===== src/rtl/reg32_arb_pkg.sv =====
// ---------------------------------------------------------------------------
// reg32_arb_pkg
//
// Shared definitions for the two-master reg32 Avalon-MM arbiter:
//   - default bus widths (data, byteenable, word address)
//   - the arbiter FSM state encoding
//   - the transfer record latched at grant time and replayed to the slave
//
// The transfer record is sized by the package widths. The top-level
// parameters default to those same widths.
// ---------------------------------------------------------------------------
package reg32_arb_pkg;

  localparam int ARB_DATA_W = 32;
  localparam int ARB_BE_W   = ARB_DATA_W / 8;
  localparam int ARB_ADDR_W = 2;

  // Every transfer walks IDLE -> ISSUE -> RESP -> IDLE.
  typedef enum logic [1:0] {
    IDLE  = 2'd0,
    ISSUE = 2'd1,
    RESP  = 2'd2
  } arb_state_e;

  // Snapshot of the granted request. Because the request is captured here,
  // the master may drop its strobes after grant without affecting the
  // transfer.
  typedef struct packed {
    logic [ARB_ADDR_W-1:0] addr;
    logic [ARB_DATA_W-1:0] data;
    logic [ARB_BE_W-1:0]   be;
    logic                  is_write;
    logic                  master;
  } xfer_t;

  localparam xfer_t XFER_RESET = '{
    addr:     '0,
    data:     '0,
    be:       '0,
    is_write: 1'b0,
    master:   1'b0
  };

endpackage


===== src/rtl/rr_arbiter2.sv =====
// ---------------------------------------------------------------------------
// rr_arbiter2
//
// Combinational two-way round-robin picker.
//   req[1:0]    in   request from master 0 / master 1
//   last_grant  in   index of the master that won most recently
//   grant_idx   out  index of the selected master (0 when nothing requests)
//   grant_valid out  at least one master is requesting
//
// A lone requester always wins. On a tie, the master that did not win last
// time is chosen.
// ---------------------------------------------------------------------------
module rr_arbiter2 (
  input  logic [1:0] req,
  input  logic       last_grant,
  output logic       grant_idx,
  output logic       grant_valid
);

  always_comb begin
    grant_valid = |req;
    grant_idx   = 1'b0;
    unique case (req)
      2'b01:   grant_idx = 1'b0;
      2'b10:   grant_idx = 1'b1;
      2'b11:   grant_idx = ~last_grant;
      default: grant_idx = 1'b0;
    endcase
  end

endmodule


===== src/rtl/reg32_avalon_arbiter.sv =====
// ---------------------------------------------------------------------------
// reg32_avalon_arbiter
//
// Shares one byte-enabled 32-bit register slave between two Avalon-MM
// masters: master 0 is the HPS bridge, master 1 is the FPGA-side master.
//
// Ports:
//   clock, reset            sole clock; synchronous active-high reset
//   m<i>_address            master word address
//   m<i>_read, m<i>_write   master request strobes (both set = write)
//   m<i>_writedata          master write data
//   m<i>_byteenable         master write byte lanes
//   m<i>_readdata           registered read data, updated only by that
//                           master's own reads
//   m<i>_waitrequest        low only in the granted master's RESP cycle
//   s_address, s_chipselect,
//   s_read, s_write,
//   s_writedata,
//   s_byteenable            slave side, driven only during ISSUE, else 0
//   s_readdata              combinational read data from the slave
//
// Each transfer takes three cycles: grant and latch in IDLE, one slave
// strobe cycle in ISSUE, then a single completion cycle in RESP.
// ---------------------------------------------------------------------------
module reg32_avalon_arbiter
  import reg32_arb_pkg::*;
#(
  parameter int DATA_W = ARB_DATA_W,
  parameter int BE_W   = ARB_BE_W,
  parameter int ADDR_W = ARB_ADDR_W
) (
  input  logic              clock,
  input  logic              reset,

  input  logic [ADDR_W-1:0] m0_address,
  input  logic              m0_read,
  input  logic              m0_write,
  input  logic [DATA_W-1:0] m0_writedata,
  input  logic [BE_W-1:0]   m0_byteenable,
  output logic [DATA_W-1:0] m0_readdata,
  output logic              m0_waitrequest,

  input  logic [ADDR_W-1:0] m1_address,
  input  logic              m1_read,
  input  logic              m1_write,
  input  logic [DATA_W-1:0] m1_writedata,
  input  logic [BE_W-1:0]   m1_byteenable,
  output logic [DATA_W-1:0] m1_readdata,
  output logic              m1_waitrequest,

  output logic [ADDR_W-1:0] s_address,
  output logic              s_chipselect,
  output logic              s_read,
  output logic              s_write,
  output logic [DATA_W-1:0] s_writedata,
  output logic [BE_W-1:0]   s_byteenable,
  input  logic [DATA_W-1:0] s_readdata
);

  arb_state_e        state_q, state_d;
  logic              last_grant_q, last_grant_d;
  xfer_t             xfer_q, xfer_d;
  logic [DATA_W-1:0] m0_rdata_q, m0_rdata_d;
  logic [DATA_W-1:0] m1_rdata_q, m1_rdata_d;

  logic [1:0]        req;
  logic              grant_idx;
  logic              grant_valid;

  assign req = {m1_read | m1_write, m0_read | m0_write};

  rr_arbiter2 u_rr (
    .req         (req),
    .last_grant  (last_grant_q),
    .grant_idx   (grant_idx),
    .grant_valid (grant_valid)
  );

  // State register. last_grant resets to 1 so master 0 wins the first tie.
  always_ff @(posedge clock) begin
    if (reset) begin
      state_q      <= IDLE;
      last_grant_q <= 1'b1;
      xfer_q       <= XFER_RESET;
      m0_rdata_q   <= '0;
      m1_rdata_q   <= '0;
    end else begin
      state_q      <= state_d;
      last_grant_q <= last_grant_d;
      xfer_q       <= xfer_d;
      m0_rdata_q   <= m0_rdata_d;
      m1_rdata_q   <= m1_rdata_d;
    end
  end

  // Next-state logic. RESP always returns to IDLE, so a request that is
  // still held there is arbitrated again as a new transfer.
  always_comb begin
    state_d = state_q;
    unique case (state_q)
      IDLE:    if (grant_valid) state_d = ISSUE;
      ISSUE:   state_d = RESP;
      RESP:    state_d = IDLE;
      default: state_d = IDLE;
    endcase
  end

  // Grant bookkeeping, transfer latch and read-data capture. The winner's
  // request is snapshotted in IDLE. Read data is captured at the end of
  // ISSUE, while the slave still sees the latched address.
  always_comb begin
    xfer_d       = xfer_q;
    last_grant_d = last_grant_q;
    m0_rdata_d   = m0_rdata_q;
    m1_rdata_d   = m1_rdata_q;

    if (state_q == IDLE && grant_valid) begin
      last_grant_d  = grant_idx;
      xfer_d.master = grant_idx;
      if (grant_idx) begin
        xfer_d.addr     = m1_address;
        xfer_d.data     = m1_writedata;
        xfer_d.be       = m1_byteenable;
        xfer_d.is_write = m1_write;
      end else begin
        xfer_d.addr     = m0_address;
        xfer_d.data     = m0_writedata;
        xfer_d.be       = m0_byteenable;
        xfer_d.is_write = m0_write;
      end
    end

    if (state_q == ISSUE && !xfer_q.is_write) begin
      if (xfer_q.master) begin
        m1_rdata_d = s_readdata;
      end else begin
        m0_rdata_d = s_readdata;
      end
    end
  end

  // Output logic. The slave bus is quiet outside ISSUE. Each master stalls
  // except during its own RESP cycle.
  always_comb begin
    s_address      = '0;
    s_chipselect   = 1'b0;
    s_read         = 1'b0;
    s_write        = 1'b0;
    s_writedata    = '0;
    s_byteenable   = '0;
    m0_waitrequest = 1'b1;
    m1_waitrequest = 1'b1;

    if (state_q == ISSUE) begin
      s_address    = xfer_q.addr;
      s_chipselect = 1'b1;
      s_write      = xfer_q.is_write;
      s_read       = ~xfer_q.is_write;
      s_writedata  = xfer_q.data;
      s_byteenable = xfer_q.be;
    end

    if (state_q == RESP) begin
      if (xfer_q.master) begin
        m1_waitrequest = 1'b0;
      end else begin
        m0_waitrequest = 1'b0;
      end
    end
  end

  assign m0_readdata = m0_rdata_q;
  assign m1_readdata = m1_rdata_q;

endmodule


===== config.mk =====
export PLATFORM = sky130hd
export DESIGN_NAME = reg32_avalon_arbiter
export DESIGN_NICKNAME = d
export VERILOG_FILES = /design/src/rtl/reg32_arb_pkg.sv /design/src/rtl/rr_arbiter2.sv /design/src/rtl/reg32_avalon_arbiter.sv
export SDC_FILE = /design/constraint.sdc
export NUM_CORES = 1
export LEC_CHECK = 0
export CAP_MARGIN = 20
export CORE_ASPECT_RATIO = 1.75
export CORE_MARGIN = 1
export CORE_UTILIZATION = 35
export CTS_CLUSTER_SIZE = 24
export DETAILED_ROUTE_END_ITERATION = 12
export GPL_ROUTABILITY_DRIVEN = 0
export HOLD_SLACK_MARGIN = 0.02
export PLACE_DENSITY = 0.78
export SYNTH_ARGS = -nofsm -noshare
export SYNTH_HDL_FRONTEND = slang
export SYNTH_SLANG_ARGS = --single-unit
export TNS_END_PERCENT = 50

===== constraint.sdc =====
create_clock -name clock -period 2.14 [get_ports clock]
set_input_delay 0.321 -clock clock [delete_from_list [all_inputs] [get_ports clock]]
set_output_delay 0.321 -clock clock [all_outputs]
set_load 0.02 [all_outputs]

==> results.sh, run 1 <==
export IMPL_timing_critical_path_slowest_cell_delay_ns=0.61
export IMPL_synth_largest_area_cell="sky130_fd_sc_hd__dfxtp_1"
export IMPL_numCtsBuffers=9
export IMPL_power_internal_mw=3.68
export IMPL_worstReg2RegStart="state_q[1]"
export IMPL_synth_xor_area_share_pct=0
export IMPL_clock_path_buffers=2
export IMPL_setup_worst_path_end_class="output port"
export IMPL_dominant_register_cell_in_the_synthesized_netlist="sky130_fd_sc_hd__dfxtp_1"
export IMPL_maxCapViolations=0
export IMPL_worstSetupStartpointType="flop"
export IMPL_timing_critical_path_cells="nand2b_1, inv_1, buf_12, clkdlybuf4s50_1"
export IMPL_power_share_clock_pct=33.2
export IMPL_rr_worst_depth=5
export IMPL_rsz_0062_raised_after_global_routing="false"
export IMPL_drt_initial_drc_count=179
export IMPL_yosysSeqAreaShare_pct=46.8
export IMPL_groute_usage_overall_pct=22.3
export IMPL_grt_antenna_before_repair=0
export IMPL_syn_nets=691
export IMPL_post_synthesis_compound_gate_area_fraction_pct=25.2
export IMPL_min_period_over_period_pct=95.3
export IMPL_synth_top_family_by_area="compound AO/OA/AOI/OAI gates"
export IMPL_number_of_instances_resized_during_post_cts_repair=40
export IMPL_p_sw_share_pct=29.4
export IMPL_synth_mux_area_share_pct=0
export IMPL_maxSlewViolCount=0
export IMPL_post_dp_hpwl_um=11100
export IMPL_yosysUniqueCellTypes=29
export IMPL_post_place_cells=927
export IMPL_worst_endpoint_required_ns=1.82
export IMPL_slowest_cell_on_the_critical_path="sky130_fd_sc_hd__clkdlybuf4s50_1"
export IMPL_buffer_ports_inserted=220
export IMPL_drt_drc_violations_left=0
export IMPL_first_global_vias=5017
export IMPL_report_final_setup_viol=0
export IMPL_drt_pass1_iter_count=5
export IMPL_final_hold_viol_count=0
export IMPL_placeableCoreArea_mm2=0.0126
export IMPL_timing_hold_worst_path_depth=2
export IMPL_power_combinational_fraction_pct=23.7
export IMPL_cts_max_level=3
export IMPL_drt_vias_per_instance=5.29
export IMPL_clock_tree_from_tritoncts="yes"
export IMPL_clock_tree_root_cell="sky130_fd_sc_hd__clkbuf_16"
export IMPL_setup_tns_ns=0
export IMPL_synth_enable_flop_cells=0
export IMPL_post_route_min_period_ns=2.04
export IMPL_num_vias=4991
export IMPL_synthArstFlopShare_pct=0
export IMPL_worst_path_arrival_ns=1.72
export IMPL_die_extent_in_x_um=88.4
export IMPL_ioPinCount=221
export IMPL_total_switching_power_mw=1.53
export IMPL_synthCells=577
export IMPL_worstSetupPathType="flop to output port"
export IMPL_finClkSkew_ns=0.00731
export IMPL_wl_per_cell_um=15.9
export IMPL_insertedDiodeCount=0
export IMPL_clk_insertion_delay_late_ns=0.34
export IMPL_post_cts_buffers=0
export IMPL_max_slew_worst_pin_slew_ns=0.487
export IMPL_synth_area_in_adders_pct=0
export IMPL_fp_dieH_um=153
export IMPL_highest_achievable_clock_rate_mhz=490
export IMPL_timing_hold_ws_ns=0.285
export IMPL_nets=884
export IMPL_globalRouteOverflowTotal=0
export IMPL_post_cts_hold_buffer_count=0
export IMPL_yosys_top_cells_area="sky130_fd_sc_hd__dfxtp_1 47%, sky130_fd_sc_hd__a21oi_1 11%, sky130_fd_sc_hd__nand2_1 11%"
export IMPL_final_wirelength_um=15000
export IMPL_yosys_warnings=0
export IMPL_ff2ff_setup_slack_ns=0.48
export IMPL_power_ir_vdd_worst_v=0.000347
export IMPL_start_util_pct=36.2
export IMPL_part_of_the_power_in_registers_pct=43.1
export IMPL_tritoncts_num_sinks=107
export IMPL_postSynthRegisterBits=107
export IMPL_layoutNonFillerInstCount=943
export IMPL_worst_hold_path_type="input port to flop"
export IMPL_post_layout_total_power_mw=5.21
export IMPL_worstPathMaxFanout=25
export IMPL_placementRows=54
export IMPL_syn2layout_area_growth_pct=58.8
export IMPL_grt_start_max_net_pins=62
export IMPL_synth_cell_area_mm2=0.00458
export IMPL_cellPowerDensity_mw_per_mm2=716
export IMPL_worst_setup_hold_path_clk_slew_ns=0.08
export IMPL_drive_above_1_share_pct=7.61
export IMPL_antenna_left=0
export IMPL_relSlewSlack_pct=67.6
export IMPL_grt_pass1_wl_um=23800
export IMPL_die_area_mm2=0.0136
export IMPL_worst_hold_path_endpoint="xfer_q[4]"
export IMPL_outcome="finished, final reports clean"
export IMPL_synthesis_area_per_instance_um2=7.93
export IMPL_post_synth_and_or_nand_nor_area_fraction_pct=22.6
export IMPL_synth_top_area_share_pct=46.8
export IMPL_worstReg2RegEnd="m0_readdata[12]"
export IMPL_leakagePower_nw=2.70
export IMPL_hp_start="reset"
-- critical path: cells and delay by family, from the launching register on --
kind,cells,cell delay (ns)
DFF,1,0.31
and+or+nand+nor,1,0.16
buffers and inverters,3,0.90
-- layer usage --
metal | GRT usage (%) | part of all wire (%) | routed length (µm)
met5 | 0 | 0 | 0
met4 | 13.1 | 5.0 | 748
met3 | 2.65 | 5.1 | 765
met2 | 41.4 | 54 | 8140
met1 | 23.1 | 36 | 5370
-- flip-flops by register name, indices dropped and copies added, names as in the netlist --
signal        cells
m0_readdata      32
state_q           2
xfer_q           40
last_grant_q      1
m1_readdata      32
-- worst max path at each step --
stage | from | end
6_report | state_q[1] | s_chipselect
5_1_grt | state_q[1] | s_chipselect
2_1_floorplan | m0_read | xfer_q[2]
3_3_place_gp | m0_read | xfer_q[8]
3_5_place_dp | m0_read | xfer_q[7]
4_1_cts | state_q[1] | s_chipselect
-- Yosys cell counts, types with 2 or more instances --
| cell type | instances |
|---|---|
| sky130_fd_sc_hd__a21oi_1 | 103 |
| sky130_fd_sc_hd__a311oi_1 | 29 |
| sky130_fd_sc_hd__a311oi_2 | 10 |
| sky130_fd_sc_hd__and2_1 | 39 |
| sky130_fd_sc_hd__buf_2 | 3 |
| sky130_fd_sc_hd__buf_6 | 2 |
| sky130_fd_sc_hd__clkbuf_1 | 55 |
| sky130_fd_sc_hd__dfxtp_1 | 107 |
| sky130_fd_sc_hd__nand2_1 | 130 |
| sky130_fd_sc_hd__nand3_1 | 38 |
| sky130_fd_sc_hd__nor2_1 | 5 |
| sky130_fd_sc_hd__o21ai_0 | 37 |
| sky130_fd_sc_hd__o21ai_1 | 3 |
-- power groups by stage --
stage	Combinational (mW)	Sequential (mW)	Clock (mW)
after global routing	1.34	2.26	1.85
after floorplan	0.600	2.33	0
after CTS	1.24	2.24	1.76
after detailed placement	1.27	2.29	0
final	1.24	2.24	1.73
after global placement	1.23	2.28	0
-- cell type report --
type | instances | area (µm²)
inverters | 1 | 3.75
repair buffers | 242 | 2360
well taps | 168 | 210
fillers | 1164 | 5370
multi-input cells | 409 | 2230
clock inverters | 7 | 93.8
clock buffers | 9 | 225
flip-flops and latches | 107 | 2140
-- cell usage in the layout (no fill, tap or decap), types with 2 or more instances in the layout --
cell and count:
sky130_fd_sc_hd__a311oi_2 10, sky130_fd_sc_hd__nand2_1 130, sky130_fd_sc_hd__clkbuf_16 9, sky130_fd_sc_hd__o21ai_0 37, sky130_fd_sc_hd__and2_1 39, sky130_fd_sc_hd__dfxtp_1 107
sky130_fd_sc_hd__o21ai_1 2, sky130_fd_sc_hd__buf_12 4, sky130_fd_sc_hd__nor2_1 3, sky130_fd_sc_hd__a311oi_1 29, sky130_fd_sc_hd__buf_4 19, sky130_fd_sc_hd__dlygate4sd2_1 40
sky130_fd_sc_hd__a21oi_1 103, sky130_fd_sc_hd__clkdlybuf4s50_1 179, sky130_fd_sc_hd__inv_8 2, sky130_fd_sc_hd__nand3_1 38
-- through the flow --
stage	cell area [µm²]	setup WS [ns]	util [%]
2_1_floorplan	4580	0.491	-
3_3_place_gp	7000	0.145	55.4
3_5_place_dp	7000	0.0470	55.4
4_1_cts	7270	0.0786	57.5
5_1_grt	7270	0.0106	57.5
6_report	7270	0.100	57.5
-- cells by family (layout without fill, tap and decap cells) --
kind of cell,Yosys count,after routing
buffers and inverters,61,259
AO/OA/AOI/OAI,186,186
flip-flops,107,107
AND/OR/NAND/NOR,223,223
No activity file was read; power rests on OpenSTA's default activity.
==> run 2, diff against run 1 <==
CELL_PAD_IN_SITES_DETAIL_PLACEMENT = 1   (was unset)
CELL_PAD_IN_SITES_GLOBAL_PLACEMENT = 1   (was unset)
CORE_UTILIZATION = 28   (was 35)
PLACE_DENSITY = 0.86   (was 0.78)
SLEW_MARGIN = 40   (was unset)
==> run 2 against run 1 <==
  * Design area increased by 0.26%
  * Sequential share of layout area is 0.076 points lower
  * Register-to-register slack got worse by 0.02 ns
  * Non-clock buffer count grew 2
  * Clock skew up 0.00068 ns
  * Worst setup slack gained 0.024 ns
  * Fmax increased by 1.2%
  * Sequential power about the same
  * Routed wire length rose by 14%
  * Sequential cell count unchanged
  * Critical path type unchanged
  * Largest cell class unchanged
==> results.sh, run 2 (synthesized netlist as in run 1, its figures left out) <==
export IMPL_outcome="finished, final reports clean"
export IMPL_regMostFlops="xfer_q"
export IMPL_worstPathMaxFanout=3
export IMPL_insertedDiodeCount=0
export IMPL_number_of_instances_resized_during_post_cts_repair=36
export IMPL_maxCapViolations=0
export IMPL_drive_above_1_share_pct=8.24
export IMPL_start_util_pct=28.7
export IMPL_worstSetupPathType="flop to output port"
export IMPL_globalRouteOverflowTotal=0
export IMPL_ff2ff_setup_slack_ns=0.46
export IMPL_power_ir_vdd_worst_v=0.000350
export IMPL_num_vias=4984
export IMPL_setup_worst_path_end_class="output port"
export IMPL_cts_max_level=3
export IMPL_placementRows=61
export IMPL_worst_setup_hold_path_clk_slew_ns=0.08
export IMPL_grt_pass1_wl_um=26600
export IMPL_post_dp_hpwl_um=12000
export IMPL_highest_achievable_clock_rate_mhz=496
export IMPL_timing_critical_path_cells="nand2b_1, inv_1, and2_1, clkdlybuf4s50_1"
export IMPL_relSlewSlack_pct=64.1
export IMPL_min_period_over_period_pct=94.2
export IMPL_antenna_left=0
export IMPL_groute_usage_overall_pct=20.0
export IMPL_drt_vias_per_instance=5.16
export IMPL_drt_drc_violations_left=0
export IMPL_clock_path_buffers=2
export IMPL_first_global_vias=5099
export IMPL_final_wirelength_um=17200
export IMPL_drt_pass1_iter_count=5
export IMPL_numCtsBuffers=9
export IMPL_ioPinCount=221
export IMPL_final_hold_viol_count=0
export IMPL_tritoncts_num_sinks=107
export IMPL_fp_dieH_um=171
export IMPL_leakagePower_nw=2.70
export IMPL_max_slew_worst_pin_slew_ns=0.539
export IMPL_rsz_0062_raised_after_global_routing="false"
export IMPL_final_common_cell="sky130_fd_sc_hd__clkdlybuf4s50_1"
export IMPL_worst_hold_path_type="input port to flop"
export IMPL_setup_tns_ns=0
export IMPL_wl_per_cell_um=17.8
export IMPL_maxSlewViolCount=0
export IMPL_finClkSkew_ns=0.00799
export IMPL_post_cts_buffers=0
export IMPL_layout_cells_most_common_list="179 x sky130_fd_sc_hd__clkdlybuf4s50_1, 130 x sky130_fd_sc_hd__nand2_1, 107 x sky130_fd_sc_hd__dfxtp_1"
export IMPL_worstSetupStartpointType="flop"
export IMPL_clock_tree_from_tritoncts="yes"
export IMPL_clock_tree_root_cell="sky130_fd_sc_hd__clkbuf_16"
export IMPL_cellPowerDensity_mw_per_mm2=703
export IMPL_syn2layout_area_growth_pct=59.3
export IMPL_timing_hold_ws_ns=0.438
export IMPL_worst_endpoint_required_ns=1.82
export IMPL_largest_register_ff_count=40
export IMPL_die_area_mm2=0.0169
export IMPL_buffer_ports_inserted=220
export IMPL_worst_path_arrival_ns=1.69
export IMPL_die_extent_in_x_um=98.6
export IMPL_slowest_cell_on_the_critical_path="sky130_fd_sc_hd__clkdlybuf4s50_1"
export IMPL_nets=886
export IMPL_clk_insertion_delay_late_ns=0.35
export IMPL_drt_initial_drc_count=151
export IMPL_grt_start_max_net_pins=43
export IMPL_post_route_min_period_ns=2.02
export IMPL_placeableCoreArea_mm2=0.0160
export IMPL_report_final_setup_viol=0
export IMPL_grt_antenna_before_repair=0
export IMPL_post_cts_hold_buffer_count=0
export IMPL_timing_critical_path_slowest_cell_delay_ns=0.63
-- run 2: layout make-up --
| class | count | area, µm² |
|---|---|---|
| clock buffers | 9 | 225 |
| clock inverters | 7 | 58.8 |
| fillers | 1910 | 8660 |
| inverters | 1 | 3.75 |
| multi-input cells | 409 | 2230 |
| flip-flops and latches | 107 | 2140 |
| well taps | 189 | 236 |
| repair buffers | 244 | 2390 |
-- run 2: layer usage --
metal / track usage, % / routed length [µm]
met1: 21.2 / 6610
met2: 38.7 / 9410
met3: 2.82 / 527
met4: 9.02 / 615
met5: 0 / 0
-- run 2: path summary, 6_finish.rpt --
path,from,cells past startpoint,end
max reg2reg,state_q[1],5,m0_readdata[6]
min,reset,2,m0_readdata[10]
max,state_q[1],4,s_write
min reg2reg,m1_readdata[21],2,m1_readdata[21]
-- run 2: worst max-delay path, delay by kind of cell, from the launching register on --
kind          cells  cell delay [ns]
simple gates      2             0.30
flops             1             0.31
buf+inv           2             0.75
-- run 2: stage by stage --
step                      cell area (µm²)  instances  util (%)  setup WS (ns)  power, mW
after floorplan                      4580        577         -          0.491       2.93
after global placement               7050        950      44.2          0.116       3.56
after detailed placement             7050        950      44.2         0.0232       3.60
after CTS                            7280        966      45.7         0.0153       5.20
after global routing                 7290        966      45.7         0.0231       5.38
final                                7290        966      45.7          0.124       5.12
-- run 2: where the power goes --
group / internal [mW] / switching, mW
Sequential: 2.15 / 0.0893
Clock: 0.809 / 0.796
Combinational: 0.591 / 0.684
==> run 3, diff against run 2 <==
CAP_MARGIN = 10   (was 20)
==> results of run 3 <==
Final layout, timing and power as in run 2 (identical DEF).
